[config.mk]
export PLATFORM = sky130hd
export DESIGN_NAME = rf_ctrl
export DESIGN_NICKNAME = d
export VERILOG_FILES = /design/src/rtl/rf_ctrl.sv
export SDC_FILE = /design/constraint.sdc
export NUM_CORES = 1
export LEC_CHECK = 0
export CAP_MARGIN = 20
export CELL_PAD_IN_SITES_DETAIL_PLACEMENT = 1
export CELL_PAD_IN_SITES_GLOBAL_PLACEMENT = 2
export CORE_MARGIN = 1.5
export CORE_UTILIZATION = 29
export CTS_CLUSTER_SIZE = 12
export DETAILED_ROUTE_END_ITERATION = 12
export PLACE_DENSITY = 0.81
export SLEW_MARGIN = 5
export SYNTH_ARGS = -nofsm -noshare
export SYNTH_HDL_FRONTEND = slang
export SYNTH_SLANG_ARGS = --single-unit
[constraint.sdc]
create_clock -name clk -period 4.48 [get_ports clk]
set_clock_uncertainty 0.15 [all_clocks]
set_input_delay 0.896 -clock clk [delete_from_list [all_inputs] [get_ports clk]]
set_output_delay 0.896 -clock clk [all_outputs]
set_load 0.005 [all_outputs]
[src/rtl/rf_ctrl.sv]
// rf_ctrl: sequencer that runs MOVI/MOV/ADD/CMP commands against an
// external register file with one read port and one write port.
module rf_ctrl #(
    parameter int DATA_W = 16
) (
    input  logic              clk,
    input  logic              rst,
    input  logic              start,
    input  logic [1:0]        op,
    input  logic [2:0]        rd,
    input  logic [2:0]        rn,
    input  logic [2:0]        rm,
    input  logic [7:0]        imm8,
    output logic              busy,
    output logic              done,
    output logic              z,
    output logic              n,
    output logic [2:0]        rf_w_addr,
    output logic [DATA_W-1:0] rf_w_data,
    output logic              rf_w_en,
    output logic [2:0]        rf_r_addr,
    input  logic [DATA_W-1:0] rf_r_data
);

    localparam logic [1:0] OP_MOVI = 2'b00;
    localparam logic [1:0] OP_MOV  = 2'b01;
    localparam logic [1:0] OP_ADD  = 2'b10;
    localparam logic [1:0] OP_CMP  = 2'b11;

    typedef enum logic [2:0] {
        S_IDLE,
        S_RD_A,
        S_RD_B,
        S_WB,
        S_DONE
    } state_t;

    state_t state_q, state_d;

    logic [1:0]        op_q;
    logic [2:0]        rd_q, rn_q, rm_q;
    logic [7:0]        imm8_q;
    logic [DATA_W-1:0] a_q, b_q, res_q;
    logic              z_q, n_q;

    logic              accept;
    logic [DATA_W-1:0] rdb_res;
    logic              upd_flags;

    assign accept    = (state_q == S_IDLE) && start;
    assign upd_flags = (op_q == OP_ADD) || (op_q == OP_CMP);

    // Result of the op as it stands on the RD_B exit edge
    always_comb begin
        rdb_res = rf_r_data;
        unique case (op_q)
            OP_ADD:  rdb_res = a_q + rf_r_data;
            OP_CMP:  rdb_res = a_q - rf_r_data;
            default: rdb_res = rf_r_data;
        endcase
    end

    // State register
    always_ff @(posedge clk) begin
        if (rst) state_q <= S_IDLE;
        else     state_q <= state_d;
    end

    // Next-state: each op takes its own path back to IDLE
    always_comb begin
        state_d = state_q;
        unique case (state_q)
            S_IDLE: begin
                if (start) begin
                    unique case (op)
                        OP_MOVI: state_d = S_WB;
                        OP_MOV:  state_d = S_RD_B;
                        default: state_d = S_RD_A;
                    endcase
                end
            end
            S_RD_A:  state_d = S_RD_B;
            S_RD_B:  state_d = (op_q == OP_CMP) ? S_DONE : S_WB;
            S_WB:    state_d = S_DONE;
            S_DONE:  state_d = S_IDLE;
            default: state_d = S_IDLE;
        endcase
    end

    // Outputs decoded from the current state
    always_comb begin
        busy      = (state_q != S_IDLE);
        done      = (state_q == S_DONE);
        rf_w_en   = (state_q == S_WB) && !rst;
        rf_r_addr = 3'd0;
        unique case (state_q)
            S_RD_A:  rf_r_addr = rn_q;
            S_RD_B:  rf_r_addr = rm_q;
            default: rf_r_addr = 3'd0;
        endcase
    end

    // Command capture, operand loads, result and flags
    always_ff @(posedge clk) begin
        if (rst) begin
            op_q   <= '0;
            rd_q   <= '0;
            rn_q   <= '0;
            rm_q   <= '0;
            imm8_q <= '0;
            a_q    <= '0;
            b_q    <= '0;
            res_q  <= '0;
            z_q    <= 1'b0;
            n_q    <= 1'b0;
        end else begin
            if (accept) begin
                op_q   <= op;
                rd_q   <= rd;
                rn_q   <= rn;
                rm_q   <= rm;
                imm8_q <= imm8;
                if (op == OP_MOVI)
                    res_q <= {{(DATA_W-8){imm8[7]}}, imm8};
            end
            if (state_q == S_RD_A)
                a_q <= rf_r_data;
            if (state_q == S_RD_B) begin
                b_q   <= rf_r_data;
                res_q <= rdb_res;
                if (upd_flags) begin
                    z_q <= (rdb_res == '0);
                    n_q <= rdb_res[DATA_W-1];
                end
            end
        end
    end

    assign rf_w_addr = rd_q;
    assign rf_w_data = res_q;
    assign z         = z_q;
    assign n         = n_q;

endmodule

==> impl_metrics.json, run 1 <==
{
  "syn2layout_area_growth_pct": 36.9,
  "cap_violations": 0,
  "grt_pass1_wl_um": 17000,
  "status": "finished clean",
  "numCtsBuffers": 5,
  "grt_pass1_vias": 3424,
  "crit_fanout": 4,
  "antenna_left": 0,
  "coreArea_mm2": 0.0105,
  "root_buffer": "clkbuf_8",
  "synth.most_common_cell": "nand2_1",
  "final-hold-violation-count": 0,
  "synth_nets": 471,
  "cp_common_cell": "buf_4",
  "crit_chain": "clkdlybuf4s50_1 > nor4_2 > buf_4 > nor2b_4 > nand3b_1 > buf_4 > o21ai_1 > xor2_1 > ha_1 > a21o_1 > a211o_1 > o21ai_0 > a21oi_1 > xnor2_1 > mux2_2 > a221oi_2 > nor2_1",
  "max_freq_ghz": 0.235,
  "grt_max_degree": 47,
  "drive_above_1_share_pct": 13.3,
  "worstMarginPinSlew_ns": 0.798,
  "wirelength_um": 10600,
  "syn_area_mm2": 0.00317,
  "dieArea_mm2": 0.0116,
  "clk_latency_ns": 0.30,
  "synth_area_leaders": "dfxtp_1, a21oi_1, nand2_1, ha_1, nor2_1",
  "grt_usage_pct": 18.8,
  "die_y_um": 108,
  "synth_cells": 416,
  "drcViolationCount": 0,
  "cp.required_ns": 4.51,
  "leakagePower_nw": 1.75,
  "regToRegSetupSlack_ns": 0.76,
  "ys_ff_latch": 48,
  "layout_min_cycle_time_ns": 4.26,
  "fp-row-count": 37,
  "drt_iter0_markers": 120,
  "crit_path_top_delay_cell": "clkdlybuf4s50_1",
  "power.density_mw_per_mm2": 335,
  "maxSlewHeadroom_pct": 46.7,
  "final_nets": 558,
  "dr.pass1.iters": 4,
  "synth_warnings": 0,
  "max_stage_delay_ns": 0.44,
  "setup_violations": 0,
  "end_kind": "register",
  "routabilityCongestion": 0.865,
  "fin_crit_sh_pct": 95.1,
  "hp-class": "register to register",
  "ys_seq_area_share_pct": 30.3,
  "irDropWorstVdd_uv": 225,
  "clockBufferDepth": 2,
  "ios": 65,
  "holdWs_ns": 0.314,
  "grt_overflow": 0,
  "cp.arrival_ns": 4.29,
  "antenna_found_initial": 0,
  "initial_core_util_pct": 30.3,
  "synth_edf_count": 0,
  "ys_top_cells_by_count": "nand2_1, a21oi_1, dfxtp_1",
  "vias": 3293,
  "htreeDepth": 2,
  "synth_top_area_share_pct": 30.3,
  "avgSynthCellArea_um2": 7.62,
  "via_per_inst": 5.15,
  "final_util_pct": 41.5,
  "final_max_slew_viol_count": 0,
  "path_class": "primary input to register",
  "cts.sinks": 48,
  "fp.dieW_um": 108,
  "clk_pin_slew_ns": 0.10,
  "dp_hpwl_um": 8170,
  "ys_async_sr_fraction_pct": 0,
  "routedWlPerCell_um": 16.6,
  "critPathLaunchType": "primary input",
  "placed_cell_area_mm2": 0.00417,
  "cts_tree": "built",
  "yosysTopAreaCell": "dfxtp_1",
  "diodes": 0,
  "ys_types": 60,
  "final_area_mm2": 0.00434,
  "io_buffers": 64,
  "ys.flop_type": "dfxtp_1",
  "tns_ns": 0
}
power by group:
group / internal, mW / leakage, nW / total (mW) / switching (mW)
logic: 0.276 / 1.30 / 0.591 / 0.315
clock network: 0.183 / 0.0614 / 0.347 / 0.164
registers: 0.479 / 0.392 / 0.514 / 0.0350
layout make-up:
type / instances / area [um^2]
fill: 1300 / 6120
multi-input combinational: 332 / 2100
sequential: 48 / 961
timing repair buffer: 103 / 936
tap: 136 / 170
clock buffer: 6 / 82.6
inverter: 13 / 48.8
clock inverter: 2 / 38.8
cells in the final DEF, fill, tap and decap left out, types with 3 or more instances in the layout:
cell             instances
a211o_1                  4
a211oi_1                 6
a21o_1                   5
a21oi_1                 59
a221oi_1                 4
a22o_1                   4
and2_1                   3
and3_1                   5
buf_4                   39
clkbuf_8                 6
clkdlybuf4s50_1         63
dfxtp_1                 48
ha_1                    16
inv_1                   12
mux2_2                   3
nand2_1                 69
nand3_1                  3
nand3b_1                 3
nor2_1                  41
nor2b_1                  7
nor3_1                   7
o21a_1                   3
o21ai_0                 13
o31ai_1                  4
or3_1                    3
xnor2_1                 13
xor2_1                  11
cell families (layout without fill, tap and decap cells):
group | count (synthesis) | after routing | synth area share (%)
and+or+nand+nor | 154 | 154 | 21.9
AOI/OAI and AO/OA | 131 | 131 | 27.6
DFF | 48 | 48 | 30.3
buffers and inverters | 36 | 124 | 4.30
xor gates and xnor gates | 25 | 25 | 7.15
adders and majority gates | 17 | 17 | 6.95
muxes | 5 | 5 | 1.70
worst paths after layout:
| kind | start | to | depth (start not counted) |
|---|---|---|---|
| hold reg to reg | rf_w_data[6] | rf_w_data[6] | 2 |
| setup reg to reg | op_q[1] | z | 12 |
| hold / removal | rf_w_data[6] | rf_w_data[6] | 2 |
| setup / recovery | rf_r_data[3] | rf_w_data[14] | 17 |
critical path, delay by kind of cell:
family,cells,cell delay [ns]
AOI/OAI and AO/OA,6,1.02
buffers and inverters,3,0.79
and+or+nand+nor,4,0.66
xor gates and xnor gates,2,0.33
adders and majority gates,1,0.29
muxes,1,0.29
metal layers:
metal  routed length, um  up-vias  global-route usage, %
li1                    -     1636                      -
met1                4700     1590                   22.8
met2                5430       57                   35.0
met3                 404       10                   3.33
met4                  92        0                   2.63
met5                   0        -                      0
repair_timing:
action	in CTS	in global routing
gates cloned	0	0
buffers inserted	0	3
hold endpoints to repair	0	0
gates resized for setup	1	6
hold buffers	0	0
endpoints found under the setup margin	1	5
pin swaps	0	8
registers in the layout (all words and copies together) (netlist names):
register   cells
rm_q           3
state_q        3
rf_w_addr      3
z              1
a_q           16
rf_w_data     16
op_q           2
rn_q           3
n              1
per-stage QoR:
step | setup slack (ns) | power, mW | std cells
floorplan | 0.497 | 0.859 | 416
global placement | -0.184 | 1.10 | 629
detailed placement | -0.296 | 1.11 | 629
CTS | 0.0393 | 1.47 | 637
global route | -0.0190 | 1.55 | 640
finish | 0.218 | 1.45 | 640
Note: power is estimated with default switching activity, not from simulation.
==> run 2, diff against run 1 <==
--- a/config.mk
+++ b/config.mk
@@ -12,6 +12,7 @@
 export CORE_UTILIZATION = 29
 export CTS_CLUSTER_SIZE = 12
 export DETAILED_ROUTE_END_ITERATION = 12
+export GPL_ROUTABILITY_DRIVEN = 0
 export PLACE_DENSITY = 0.81
 export SLEW_MARGIN = 5
 export SYNTH_ARGS = -nofsm -noshare
==> run 2 against run 1 <==
  * Count of clock-buffer cells in the layout did not move
  * Combinational power is essentially flat
  * Register-to-register slack worse by 0.03 ns
  * Flip-flop and latch count unchanged
  * Critical endpoint is now rf_w_data[13]
  * Largest cell class unchanged
==> impl_metrics.json, run 2 (synthesis gave the netlist of run 1 again) <==
{
  "coreArea_mm2": 0.0105,
  "cts_hold_buf": 0,
  "pwr-share-comb_pct": 40.8,
  "fp-row-count": 37,
  "grt_max_degree": 47,
  "fp.dieW_um": 108,
  "via_per_inst": 5.12,
  "seq_power_share_pct": 35.3,
  "path_class": "primary input to register",
  "status": "finished clean",
  "drcViolationCount": 0,
  "cap_violations": 0,
  "cts_tree": "built",
  "worstMarginPinSlew_ns": 0.805,
  "cp.required_ns": 4.52,
  "drive_above_1_share_pct": 13.5,
  "p_switching_mw": 0.514,
  "power.density_mw_per_mm2": 335,
  "dr.pass1.iters": 4,
  "clockBufferDepth": 2,
  "final_max_slew_viol_count": 0,
  "io_buffers": 64,
  "diodes": 0,
  "syn2layout_area_growth_pct": 36.8,
  "antenna_found_initial": 0,
  "initial_core_util_pct": 30.3,
  "root_buffer": "clkbuf_8",
  "ios": 65,
  "numCtsBuffers": 5,
  "die_y_um": 108,
  "grt_pass1_wl_um": 16800,
  "drt_iter0_markers": 95,
  "irDropWorstVdd_uv": 138,
  "final_cell_mix": "nand2_1, clkdlybuf4s50_1, a21oi_1, dfxtp_1, nor2_1",
  "final_nets": 557,
  "leakagePower_nw": 1.74,
  "crit_chain": "clkdlybuf4s50_1 > nor4_2 > buf_4 > nor2b_4 > nand3b_1 > o31ai_2 > xor2_1 > ha_1 > buf_4 > buf_4 > o211ai_1 > o21bai_1 > a21oi_1 > xnor2_1 > mux2_2 > a221oi_1 > nor2_1",
  "layout_min_cycle_time_ns": 4.29,
  "max_stage_delay_ns": 0.45,
  "cp.arrival_ns": 4.32,
  "r2r-start": "op_q[1]",
  "clk_pin_slew_ns": 0.10,
  "grt_pass1_vias": 3388,
  "wirelength_um": 10400,
  "end_kind": "register",
  "grt_usage_pct": 18.4,
  "vias": 3274,
  "cp_common_cell": "buf_4",
  "grt_setup_unrepaired": "false",
  "final-hold-violation-count": 0,
  "htreeDepth": 2,
  "max_freq_ghz": 0.233,
  "swShare_pct": 35.4,
  "dp_hpwl_um": 8050,
  "layout_commonest_cell": "nand2_1",
  "finalPower_mw": 1.45,
  "startpoint": "rf_r_data[5]",
  "intPower_mw": 0.939,
  "hold_start": "a_q[0]",
  "grt_overflow": 0,
  "antenna_left": 0,
  "setup_violations": 0,
  "fin_crit_sh_pct": 95.7,
  "clk_latency_ns": 0.31,
  "crit_fanout": 3,
  "crit_path_top_delay_cell": "clkdlybuf4s50_1",
  "critPathLaunchType": "primary input",
  "hp-class": "register to register",
  "maxSlewHeadroom_pct": 46.2,
  "routedWlPerCell_um": 16.3,
  "pre_cts_slack_ns": -0.265,
  "cts.sinks": 48,
  "power_frac_clock_pct": 23.9,
  "fin_ws_ns": 0.193,
  "dieArea_mm2": 0.0116
}
[run 2: changes by cell type in the layout (fill, tap and decap cells not counted), sizes merged]
cell           before  now
buf                39   38
clkdlybuf4s50      63   64
dlymetal6s2s        1    0
[run 2: worst paths after layout]
path / endpoint / slack [ns] / depth (start not counted)
worst max-delay path: rf_w_data[13] / 0.19 / 17
worst min-delay path: a_q[0] / 0.31 / 2
worst max register to register: z / 0.73 / 12
worst min register to register: a_q[0] / 0.31 / 2
[run 2: per-layer routing]
layer  vias to the layer above  track usage, %  wire [um]
met2                        62            34.5       5270
met1                      1563            22.2       4670
met4                         0            3.10         68
met3                         6            3.03        393
li1                       1643               -          -
met5                         -               0          0
[run 2: worst max-delay path, delay by kind of cell]
kind                       cells  cell delay [ns]
xor gates and xnor gates       2             0.28
and+or+nand+nor                4             0.68
muxes                          1             0.29
buffers and inverters          4             0.89
AOI/OAI and AO/OA              5             1.00
adders and majority gates      1             0.29
[run 2: layout make-up]
type / count / area (um^2)
well taps: 136 / 170
fillers: 1314 / 6130
multi-input cells: 332 / 2110
clock inverters: 2 / 38.8
flip-flops and latches: 48 / 961
clock buffers: 6 / 82.6
repair buffers: 102 / 926
inverters: 13 / 48.8
[run 2: power by group through the flow]
| stage | Combinational [mW] | Clock (mW) | Sequential, mW |
|---|---|---|---|
| 4_1_cts | 0.594 | 0.360 | 0.515 |
| 2_1_floorplan | 0.343 | 0 | 0.515 |
| 5_1_grt | 0.660 | 0.375 | 0.520 |
| 6_report | 0.593 | 0.348 | 0.514 |
| 3_5_place_dp | 0.591 | 0 | 0.524 |
| 3_3_place_gp | 0.572 | 0 | 0.523 |
[run 2: what timing repair did]
item	CTS	global route
pin swaps	0	7
setup buffers	0	2
gates resized for setup	1	7
endpoints found under the setup margin	1	6
[run 2: stage by stage]
step	area [um^2]	std cells	hold WS (ns)	utilization (%)	TNS, ns
final	4340	639	0.311	41.4	0
after global routing	4340	639	0.338	41.4	0
after CTS	4290	637	0.313	41.0	0
after detailed placement	4170	629	0.301	39.8	-0.966
after global placement	4170	629	0.294	39.8	-0.605
after floorplan	3170	416	0.286	-	0
